<file path="src/rtl/lin1d_sched_if.sv">
// Stream bundle between the IQ source, the lin1d_sched scheduler and the two-tap interpolator.
// The slave side is the scheduler; the master side is whatever drives it (source + sink).
interface lin1d_sched_if #(
  parameter int DATA_WIDTH = 16,
  parameter int FRAC_BITS  = 10,
  parameter int INT_BITS   = 4
);
  localparam int STEP_W = INT_BITS + FRAC_BITS;

  logic [STEP_W-1:0]       cfg_step;
  logic                    cfg_load;

  logic [2*DATA_WIDTH-1:0] i_tdata;
  logic                    i_tvalid;
  logic                    i_tlast;
  logic                    i_tready;

  logic [2*DATA_WIDTH-1:0] o_in0_tdata;
  logic [2*DATA_WIDTH-1:0] o_in1_tdata;
  logic [DATA_WIDTH-1:0]   o_scale0;
  logic [DATA_WIDTH-1:0]   o_scale1;
  logic                    o_tvalid;
  logic                    o_tlast;
  logic                    o_tready;

  modport slave (
    input  cfg_step, cfg_load, i_tdata, i_tvalid, i_tlast, o_tready,
    output i_tready, o_in0_tdata, o_in1_tdata, o_scale0, o_scale1, o_tvalid, o_tlast
  );

  modport master (
    output cfg_step, cfg_load, i_tdata, i_tvalid, i_tlast, o_tready,
    input  i_tready, o_in0_tdata, o_in1_tdata, o_scale0, o_scale1, o_tvalid, o_tlast
  );
endinterface

</file>
<file path="src/rtl/lin1d_sched.sv">
// Rate-change scheduler for a two-tap linear interpolator: holds the sample pair (x[n], x[n+1])
// and a fractional phase mu, emitting (x[n], x[n+1], ONE-mu, mu) once per output sample.
module lin1d_sched #(
  parameter int DATA_WIDTH = 16,
  parameter int FRAC_BITS  = 10,
  parameter int INT_BITS   = 4
) (
  input  logic           clk,
  input  logic           reset,
  lin1d_sched_if.slave   bus
);
  localparam int STEP_W = INT_BITS + FRAC_BITS;
  localparam int ACC_W  = STEP_W + 1;
  localparam int K_W    = ACC_W - FRAC_BITS;
  localparam int ONE    = 1 << FRAC_BITS;

  typedef enum logic [1:0] {PRIME0, PRIME1, EMIT, SKIP} state_t;

  state_t                  state;
  logic                    run;
  logic [FRAC_BITS-1:0]    mu;
  logic [STEP_W-1:0]       step_r;
  logic [2*DATA_WIDTH-1:0] in0;
  logic [2*DATA_WIDTH-1:0] in1;
  logic                    last_pend;
  logic [K_W-1:0]          cnt;

  logic [ACC_W-1:0]        acc;
  logic [K_W-1:0]          k;
  logic [FRAC_BITS-1:0]    mu_next;
  logic [FRAC_BITS:0]      scale0;
  logic                    in_hs;
  logic                    out_hs;

  // Phase advance: integer part is how many input samples to step over, fraction is the new mu.
  assign acc     = ACC_W'(mu) + ACC_W'(step_r);
  assign k       = acc[ACC_W-1:FRAC_BITS];
  assign mu_next = acc[FRAC_BITS-1:0];
  assign scale0  = (FRAC_BITS+1)'(ONE) - {1'b0, mu};

  // NOTE: run holds i_tready low while reset is asserted and until the first edge after release,
  // so the source never sees a ready that was decoded from a state still held in reset.
  assign bus.i_tready    = run && (state != EMIT);
  assign bus.o_tvalid    = (state == EMIT);
  assign bus.o_tlast     = (state == EMIT) && last_pend && (k != '0);
  assign bus.o_in0_tdata = in0;
  assign bus.o_in1_tdata = in1;
  assign bus.o_scale0    = DATA_WIDTH'(scale0);
  assign bus.o_scale1    = DATA_WIDTH'(mu);

  assign in_hs  = bus.i_tvalid && bus.i_tready;
  assign out_hs = bus.o_tvalid && bus.o_tready;

  always_ff @(posedge clk or posedge reset) begin
    if (reset) begin
      state     <= PRIME0;
      run       <= 1'b0;
      mu        <= '0;
      step_r    <= STEP_W'(ONE);
      in0       <= '0;
      in1       <= '0;
      last_pend <= 1'b0;
      cnt       <= '0;
    end else begin
      run <= 1'b1;
      if (bus.cfg_load) step_r <= bus.cfg_step;

      unique case (state)
        PRIME0: if (in_hs && !bus.i_tlast) begin
          in0   <= bus.i_tdata;
          state <= PRIME1;
        end
        PRIME1: if (in_hs) begin
          in1       <= bus.i_tdata;
          last_pend <= bus.i_tlast;
          state     <= EMIT;
        end
        EMIT: if (out_hs) begin
          mu <= mu_next;
          if (bus.o_tlast) begin
            mu        <= '0;
            last_pend <= 1'b0;
            state     <= PRIME0;
          end else if (k != '0) begin
            cnt   <= k;
            state <= SKIP;
          end
        end
        SKIP: if (in_hs) begin
          in0       <= in1;
          in1       <= bus.i_tdata;
          last_pend <= bus.i_tlast;
          cnt       <= cnt - K_W'(1);
          // A packet end cuts the skip short; last_pend then flags the next beat as the last.
          if (cnt == K_W'(1) || bus.i_tlast) state <= EMIT;
        end
        default: state <= PRIME0;
      endcase
    end
  end
endmodule

</file>
<file path="src/flat_wrapper.sv">
// flat-port wrapper written by rule: the top's interface ports become plain ports
module lin1d_sched_flat 
#(
  parameter int DATA_WIDTH = 16,
  parameter int FRAC_BITS  = 10,
  parameter int INT_BITS   = 4
)
  (clk, reset, bus_cfg_step, bus_cfg_load, bus_i_tdata, bus_i_tvalid, bus_i_tlast, bus_o_tready, bus_i_tready, bus_o_in0_tdata, bus_o_in1_tdata, bus_o_scale0, bus_o_scale1, bus_o_tvalid, bus_o_tlast);
  lin1d_sched_if #(.DATA_WIDTH(DATA_WIDTH), .FRAC_BITS(FRAC_BITS), .INT_BITS(INT_BITS)) bus_i ();
  input  logic clk;
  input  logic reset;
  input wire logic [$bits(bus_i.cfg_step)-1:0] bus_cfg_step;
  input wire logic [$bits(bus_i.cfg_load)-1:0] bus_cfg_load;
  input wire logic [$bits(bus_i.i_tdata)-1:0] bus_i_tdata;
  input wire logic [$bits(bus_i.i_tvalid)-1:0] bus_i_tvalid;
  input wire logic [$bits(bus_i.i_tlast)-1:0] bus_i_tlast;
  input wire logic [$bits(bus_i.o_tready)-1:0] bus_o_tready;
  output wire logic [$bits(bus_i.i_tready)-1:0] bus_i_tready;
  output wire logic [$bits(bus_i.o_in0_tdata)-1:0] bus_o_in0_tdata;
  output wire logic [$bits(bus_i.o_in1_tdata)-1:0] bus_o_in1_tdata;
  output wire logic [$bits(bus_i.o_scale0)-1:0] bus_o_scale0;
  output wire logic [$bits(bus_i.o_scale1)-1:0] bus_o_scale1;
  output wire logic [$bits(bus_i.o_tvalid)-1:0] bus_o_tvalid;
  output wire logic [$bits(bus_i.o_tlast)-1:0] bus_o_tlast;
  assign bus_i.cfg_step = bus_cfg_step;
  assign bus_i.cfg_load = bus_cfg_load;
  assign bus_i.i_tdata = bus_i_tdata;
  assign bus_i.i_tvalid = bus_i_tvalid;
  assign bus_i.i_tlast = bus_i_tlast;
  assign bus_i.o_tready = bus_o_tready;
  assign bus_i_tready = bus_i.i_tready;
  assign bus_o_in0_tdata = bus_i.o_in0_tdata;
  assign bus_o_in1_tdata = bus_i.o_in1_tdata;
  assign bus_o_scale0 = bus_i.o_scale0;
  assign bus_o_scale1 = bus_i.o_scale1;
  assign bus_o_tvalid = bus_i.o_tvalid;
  assign bus_o_tlast = bus_i.o_tlast;
  lin1d_sched #(.DATA_WIDTH(DATA_WIDTH), .FRAC_BITS(FRAC_BITS), .INT_BITS(INT_BITS)) u_core (.clk(clk), .reset(reset), .bus(bus_i));
endmodule
</file>
<file path="config.mk">
export PLATFORM = sky130hd
export DESIGN_NAME = lin1d_sched_flat
export DESIGN_NICKNAME = d
export VERILOG_FILES = /design/src/rtl/lin1d_sched_if.sv /design/src/rtl/lin1d_sched.sv /design/src/flat_wrapper.sv
export SDC_FILE = /design/constraint.sdc
export NUM_CORES = 1
export LEC_CHECK = 0
export BUFFER_PORTS_ARGS = -buffer_cell sky130_fd_sc_hd__buf_2
export CORE_MARGIN = 4
export CORE_UTILIZATION = 53
export CTS_BUF_LIST = sky130_fd_sc_hd__clkbuf_4
export DETAILED_ROUTE_END_ITERATION = 8
export PLACE_DENSITY = 0.93
export SLEW_MARGIN = 20
export SYNTH_ARGS = -nofsm -noshare
export SYNTH_HDL_FRONTEND = slang
export SYNTH_SLANG_ARGS = --single-unit
</file>
<file path="constraint.sdc">
create_clock -name clk -period 4.82 [get_ports clk]
set_input_delay 0.723 -clock clk [delete_from_list [all_inputs] [get_ports clk]]
set_output_delay 0.723 -clock clk [all_outputs]
set_load 0.05 [all_outputs]
</file>
== Word level (Yosys, flattened, before mapping) ==
Index checks and enable logic that the tools add are counted.

* Flip-flop bits (word level): 97
* Bits in latches: 0
* Bits in writable memories: 0
* Bits in read-only memories: 0
* Input bits: 52
* Output and inout bits: 99
* Memories: 0

* Add/sub/neg operators: 3
* Multiply operators: 0
* Div/mod/pow operators: 0
* Magnitude comparators: 0
* Equality and inequality tests: 15
* Shift operators: 0
* Mux-type cells: 21
* Bitwise gates (word level): 0
* Reductions and logical operators: 20

{| class="wikitable"
|+ Operators with widths
! cell !! count
|-
| 32-bit two-way mux || 2
|-
| 32-bit case mux with 2 select lines || 1
|-
| 5-bit two-way mux || 4
|-
| 10-bit by 14-bit adder with 15-bit output || 1
|-
| 2-bit two-way mux || 7
|-
| 11-bit by 10-bit subtractor with 11-bit output, first input constant || 1
|-
| 10-bit two-way mux || 1
|-
| 2-bit by 1-bit inequality test with 1-bit output, second input constant || 5
|-
| 2-bit inequality test, second input constant || 5
|-
| 5-bit case mux with 2 select lines || 1
|-
| 2-bit case mux with 4 select lines || 1
|-
| 1-bit logical AND || 6
|-
| 6-bit AND reduction || 1
|-
| 2-bit nonzero test || 3
|-
| 5-bit by 1-bit equality test with 1-bit output, second input constant || 1
|-
| 5-bit AND reduction || 1
|-
| 5-bit nonzero test || 1
|-
| 5-bit by 1-bit subtractor with 5-bit output, second input constant || 1
|-
| 2-bit equality test, second input constant || 2
|-
| 2-bit AND reduction || 2
|-
| 4-bit AND reduction || 1
|-
| 1-bit two-way mux || 3
|-
| 3-bit inequality test, second input constant || 1
|-
| 3-bit AND reduction || 1
|-
| 6 further kinds || 6
|}

== Longest topological paths before layout ==
Gate-level depths: netlist (run 1).

* Depth after elaboration: 6
* Gate-level depth with buffers: 10
* Mapped depth without buffers: 9

== Least setup slack after synthesis (run 1) ==
No wires, ideal clock.

* Path type: reg2out
* From: register u_core.mu[0]
* To: output bus_o_tlast
* Arrival: 3.072 ns
* Required time: 4.097 ns
* Setup slack: 1.025 ns
* Stages on the path, launching flop included: 11
* Buffers on the path: 1
* Path through: dfrtp_1 -> ha_1 -> fa_1 -> a21o_1 -> a221oi_2 -> nor3b_1 -> o21a_4 -> a21oi_1 -> o21a_2 -> buf_6 -> and2_1

* Longest elaborated chain between the ends: 3

{| class="wikitable"
|+ RTL lines
! element !! RTL line !! source
|-
| start, declared || lin1d_sched.sv:21 || <nowiki>logic [FRAC_BITS-1:0] mu;</nowiki>
|-
| start signal, assigned || lin1d_sched.sv:79 || <nowiki>mu <= mu_next;</nowiki>
|-
| 10-bit by 14-bit adder with 15-bit output || lin1d_sched.sv:36 || <nowiki>assign acc = ACC_W'(mu) + ACC_W'(step_r);</nowiki>
|-
| 5-bit nonzero test || lin1d_sched.sv:45 || <nowiki>assign bus.o_tlast = (state == EMIT) && last_pend && (k != '0);</nowiki>
|-
| 1-bit logical AND || lin1d_sched.sv:45 ||
|-
| end, declared || flat_wrapper.sv:24 || <nowiki>output wire logic [$bits(bus_i.o_tlast)-1:0] bus_o_tlast;</nowiki>
|}

No other way between the ends.

== Final worst setup path (run 1) ==
Same ends and word-level chain as after synthesis.

==> results.cfg, run 1 <==
[status]
outcome = completed

[detailed_routing]
vias = 3905
detail-route-antenna-nets = 0
drc = 0
totalWireLength_um = 11820
routed_via_density = 5.627
drt_iter0_drc = 133
drt_first_pass_iters = 4
drt-wirelength-per-cell_um = 17.04

[logic_synthesis]
synth_edf_count = 0
synth_top_cell_by_area = dfrtp_1
synth_area_leaders = dfrtp_1 (49%), mux2_2 (11%), mux2i_1 (6.9%), nand2_1 (4.4%), o21ai_0 (3.8%)
syn_avg_cell_area_um2 = 10.98
ys_dominant_reg_cell = dfrtp_1
synth.distinct_cells = 54
yosysMostFrequentCell = dfrtp_1
ys_ff_latch = 97
netlist_area_um2 = 4918
yosysWarnings = 0
synth_top_cell_area_share = 0.4884
synthTopCellsByCount = dfrtp_1 (96), nand2_1 (58), mux2_2 (46), o21ai_0 (37), mux2i_1 (34)
syn_inst = 448
async_flop_share = 1.000
ys_seq_area_frac = 0.4938

[clocking]
clkSinkCount = 97
cts_htree_levels = 3
clk_latency_ns = 0.46
clk_pin_slew_ns = 0.16
clockBufferDepth = 2
cts_tree = built
cts_resized = 0
cts_made_buffers = 9
cts_root_buffer = clkbuf_4
postCtsHoldBufs = 0
postCtsSetupBuffers = 0

[grt]
gr-total-overflow = 0
gr-usage-all-layers = 0.2208
antenna_found_initial = 0
first_global_vias = 4111
grt_pass1_wl_um = 19630
grt_max_degree = 53

[worst_hold_path]
hold_class = input pin to asynchronous set/reset pin

[timing]
worstMarginPinSlew_ns = 0.8103
setup_viol = 0
min_period_ns = 4.285
hold_viol = 0
finClkSkew_ns = 0.02133
max_freq_mhz = 233.4
tns_ns = 0
rsz0062_at_grt = no
slew-limit-headroom = 0.4591
drv_slew = 0
finalCritPeriodShare = 0.8890

[setup_path]
endpoint_kind = output port
crit_path_cell_trace = ha_1 > fa_1 > a21o_1 > a221oi_2 > nor3b_1 > o21a_4 > a21oi_1 > o21a_2 > and2_1 > buf_2
critPathMaxFanout = 12
critPathArrivalTime_ns = 3.56
max_stage_delay_ns = 0.45
start_kind = register
critical_path.slowest_cell = dfrtp_1
required_ns = 4.10
path_class = register to output port

[finish]
syn2layout_area_growth_pct = 18.32
diodes = 0
drive_gt1_frac = 0.3788
final_nets = 647

[die]
ios = 151
die_height_um = 104.3
std_cell_rows = 34
dieArea_um2 = 10890
start_util = 0.5532
core_area_um2 = 8891
die_w_um = 104.3

[placed_design]
portBuffers = 139
dp_hpwl_um = 8828
place.gp.congestion = 0.8420

[run]
maxCapViolCount = 0
[metal layers]
| layer | vias up | GRT usage | routed length [um] |
|---|---|---|---|
| met4 | 0 | 0.06363 | 199 |
| li1 | 1834 | - | - |
| met1 | 1881 | 0.2501 | 4535 |
| met3 | 21 | 0.08566 | 1115 |
| met2 | 169 | 0.3856 | 5973 |
| met5 | - | 0 | 0 |
[final timing paths]
check,start,endpoint,slack [ns],depth (start not counted)
max in group asynchronous,reset,u_core.bus.o_in0_tdata[3],3.29,3
worst min-delay path,reset,u_core.step_r[0],0.36,2
min in group clk,bus_cfg_step[5],u_core.step_r[5],0.49,2
worst max-delay path,u_core.mu[0],bus_o_tlast,0.53,10
worst min register to register,u_core.bus.o_in0_tdata[25],u_core.bus.o_in0_tdata[25],0.49,2
worst max register to register,u_core.mu[0],u_core.mu[0],1.85,9
[cell families (layout without fill, tap and decap cells)]
family	Yosys count	in the layout	share of synthesized area
flip-flops	97	97	0.4938
XOR/XNOR	18	18	0.03205
adder cells (fa/ha/maj)	14	14	0.03714
AND/OR/NAND/NOR	107	107	0.09642
other	2	12	0.001527
multiplexers	80	80	0.1745
buffers and inverters	41	169	0.04248
AO/OA/AOI/OAI	89	89	0.1221
[critical path: cells and delay by family, from the launching register on]
family / cells / cell delay (ns)
flops: 1 / 0.45
buf+inv: 1 / 0.26
fa+ha+maj: 2 / 0.67
simple gates: 2 / 0.30
compound gates: 5 / 1.45
[layout by cell type, fill, tap and decap left out, types with 2 or more instances in the layout]
| cell type | count |
|---|---|
| a211o_1 | 2 |
| a21o_1 | 3 |
| a21oi_1 | 12 |
| a31oi_1 | 8 |
| and3_2 | 2 |
| buf_2 | 139 |
| buf_4 | 3 |
| clkbuf_4 | 9 |
| clkinv_4 | 3 |
| conb_1 | 12 |
| dfrtp_1 | 96 |
| ha_1 | 13 |
| inv_1 | 10 |
| inv_6 | 2 |
| mux2_2 | 46 |
| mux2i_1 | 34 |
| nand2_1 | 57 |
| nand3_1 | 5 |
| nand3b_1 | 2 |
| nor2_1 | 19 |
| nor2b_1 | 2 |
| nor3_1 | 6 |
| nor4_1 | 3 |
| o21ai_0 | 37 |
| o22ai_1 | 4 |
| o31ai_1 | 2 |
| o31ai_2 | 5 |
| or3_1 | 2 |
| xnor2_1 | 8 |
| xor2_1 | 10 |
[per-stage QoR]
step	utilization	instances	instance area [um2]	hold slack (ns)	worst slack, ns
final	0.6545	694	5819	0.3616	0.5350
after global routing	0.6545	694	5819	0.3809	0.3175
after CTS	0.6540	694	5814	0.3748	0.5254
after detailed placement	0.6368	678	5662	0.4660	1.041
after global placement	0.6368	678	5662	0.4551	1.142
after floorplan	-	458	4956	0.4849	1.025
[sequential cells by signal, indices dropped and copies added, names as in the netlist]
register,flops
u_core.step_r,14
u_core.state,2
u_core.last_pend,1
u_core.mu,10
u_core.bus.o_in0_tdata,32
u_core.bus.o_in1_tdata,32
u_core.run,1
u_core.cnt,5
[layout make-up]
| cell class | count | area, um2 |
|---|---|---|
| clock buffers | 9 | 67.56 |
| fillers | 686 | 3072 |
| inverters | 11 | 42.54 |
| flip-flops and latches | 97 | 2429 |
| clock inverters | 7 | 85.08 |
| well taps | 108 | 135.1 |
| multi-input cells | 320 | 2342 |
| repair buffers | 142 | 718.2 |
Power of run 1 is not shown: default switching activity piles up to over one toggle a cycle in this logic, so the estimate is an artifact.
==> inputs of run 2 (changes only) <==
--- a/config.mk
+++ b/config.mk
@@ -10,6 +10,7 @@
 export CORE_UTILIZATION = 53
 export CTS_BUF_LIST = sky130_fd_sc_hd__clkbuf_4
 export DETAILED_ROUTE_END_ITERATION = 8
+export HOLD_SLACK_MARGIN = 0.06
 export PLACE_DENSITY = 0.93
 export SLEW_MARGIN = 20
 export SYNTH_ARGS = -nofsm -noshare
==> constraint.sdc (replaced) <==
create_clock -name clk -period 4.23 [get_ports clk]
set_input_delay 0.6345 -clock clk [delete_from_list [all_inputs] [get_ports clk]]
set_output_delay 0.6345 -clock clk [all_outputs]
set_load 0.05 [all_outputs]
==> run 2 against run 1 <==
Global-route usage is 0.85 points lower. Non-clock buffer count is 2 higher. Sequential cell count stayed put. First-iteration DRC count is 14% higher. Register-to-register slack worse by 0.57 ns. Via count is 0.38% higher. Critical path depth stayed put. Design area is 0.21% higher. Count of clock-buffer cells in the layout stayed put. Critical path type unchanged. Critical endpoint unchanged.
==> results.cfg, run 2 (synthesis results as in run 1) <==
[die]
core_area_um2 = 8891
start_util = 0.5532
die_w_um = 104.3
ios = 151
dieArea_um2 = 10890
die_height_um = 104.3
std_cell_rows = 34

[finish]
final_nets = 649
drive_gt1_frac = 0.3810
syn2layout_area_growth_pct = 18.57
final_util = 0.6559
final_common_cell = buf_2
layout_common_cells = buf_2 (139), dfrtp_1 (96), nand2_1 (57)
diodes = 0

[setup_path]
required_ns = 3.60
rr_startpoint = u_core.mu[0]
max_stage_delay_ns = 0.46
crit_family = compound AO/OA/AOI/OAI gates
rrSetupSlack_ns = 1.28
path_depth = 10
r2r-end = u_core.mu[9]
crit_buf_inv = 1
crit_path_cell_trace = ha_1 > fa_1 > a21o_1 > a221oi_2 > nor3b_1 > o21a_4 > a21oi_1 > o21a_2 > and2_1 > buf_2
critPathMaxFanout = 6
critical_path.slowest_cell = dfrtp_1
path_class = register to output port
critPathCapture = bus_o_tlast
r2r_cells = 10
cp-startpoint = u_core.mu[0]
endpoint_kind = output port
start_kind = register
critPathArrivalTime_ns = 3.32

[timing]
drv_slew = 0
max_freq_mhz = 253.2
finalCritPeriodShare = 0.9337
min_period_ns = 3.950
setup_viol = 0
slew-limit-headroom = 0.4836
tns_ns = 0
finClkSkew_ns = 0.02843
hold_viol = 0
rsz0062_at_grt = no
worstMarginPinSlew_ns = 0.7746

[clocking]
clk_latency_ns = 0.47
cts_tree = built
clockBufferDepth = 2
postCtsHoldBufs = 0
postCtsSetupBuffers = 0
clkSinkCount = 97
cts_made_buffers = 9
clk_pin_slew_ns = 0.17
cts_resized = 0
cts_htree_levels = 3
cts_root_buffer = clkbuf_4

[detailed_routing]
drt_first_pass_iters = 4
vias = 3920
drt_iter0_drc = 152
routed_via_density = 5.632
drc = 0
drt-wirelength-per-cell_um = 16.80
totalWireLength_um = 11690
detail-route-antenna-nets = 0

[placed_design]
place.gp.congestion = 0.8462
dp_hpwl_um = 8783
portBuffers = 139

[grt]
grt_pass1_wl_um = 18930
antenna_found_initial = 1
gr-total-overflow = 0
gr-usage-all-layers = 0.2123
first_global_vias = 4037
grt_max_degree = 54

[worst_hold_path]
hold_class = input pin to asynchronous set/reset pin

[run]
maxCapViolCount = 0

[status]
outcome = completed
==> run 2: changes by cell type in the layout (fill, tap and decap cells not counted), sizes merged <==
cell,delta
clkinvlp,+1
inv,+2
clkinv,-2
bufinv,-1
buf,+2
==> run 2: layout make-up <==
type                    instances  area (um2)
clock buffers                   9       67.56
well taps                     108       135.1
fillers                       673        3059
inverters                      11       42.54
multi-input cells             320        2337
clock inverters                 7       67.56
flip-flops and latches         97        2429
repair buffers                144       753.2
==> run 2: per-layer routing <==
| layer | track usage | part of all wire | up-vias |
|---|---|---|---|
| li1 | - | - | 1838 |
| met1 | 0.2437 | 0.39 | 1887 |
| met2 | 0.3699 | 0.50 | 175 |
| met3 | 0.07076 | 0.095 | 18 |
| met4 | 0.07312 | 0.013 | 2 |
| met5 | 0 | 0.0010 | - |
==> run 2: worst min path at each step <==
stage                     cells past startpoint                    endpoint                  startpoint
after floorplan                               1            u_core.step_r[0]            u_core.step_r[0]
after global placement                        2  u_core.bus.o_in0_tdata[29]  u_core.bus.o_in0_tdata[29]
after detailed placement                      2   u_core.bus.o_in0_tdata[7]   u_core.bus.o_in0_tdata[7]
after CTS                                     2                u_core.mu[4]                       reset
after global routing                          2                u_core.mu[1]                       reset
final                                         2                u_core.mu[1]                       reset
==> run 2: stage by stage <==
step,std cells,hold slack (ns),cell area [um2],setup slack (ns)
2_1_floorplan,458,0.4849,4956,0.5239
3_3_place_gp,679,0.4570,5669,0.8782
3_5_place_dp,680,0.4664,5697,0.8308
4_1_cts,696,0.2705,5832,0.2854
5_1_grt,696,0.2870,5832,0.1305
6_report,696,0.2449,5832,0.2803
Power of run 2 is left out for the same reason.
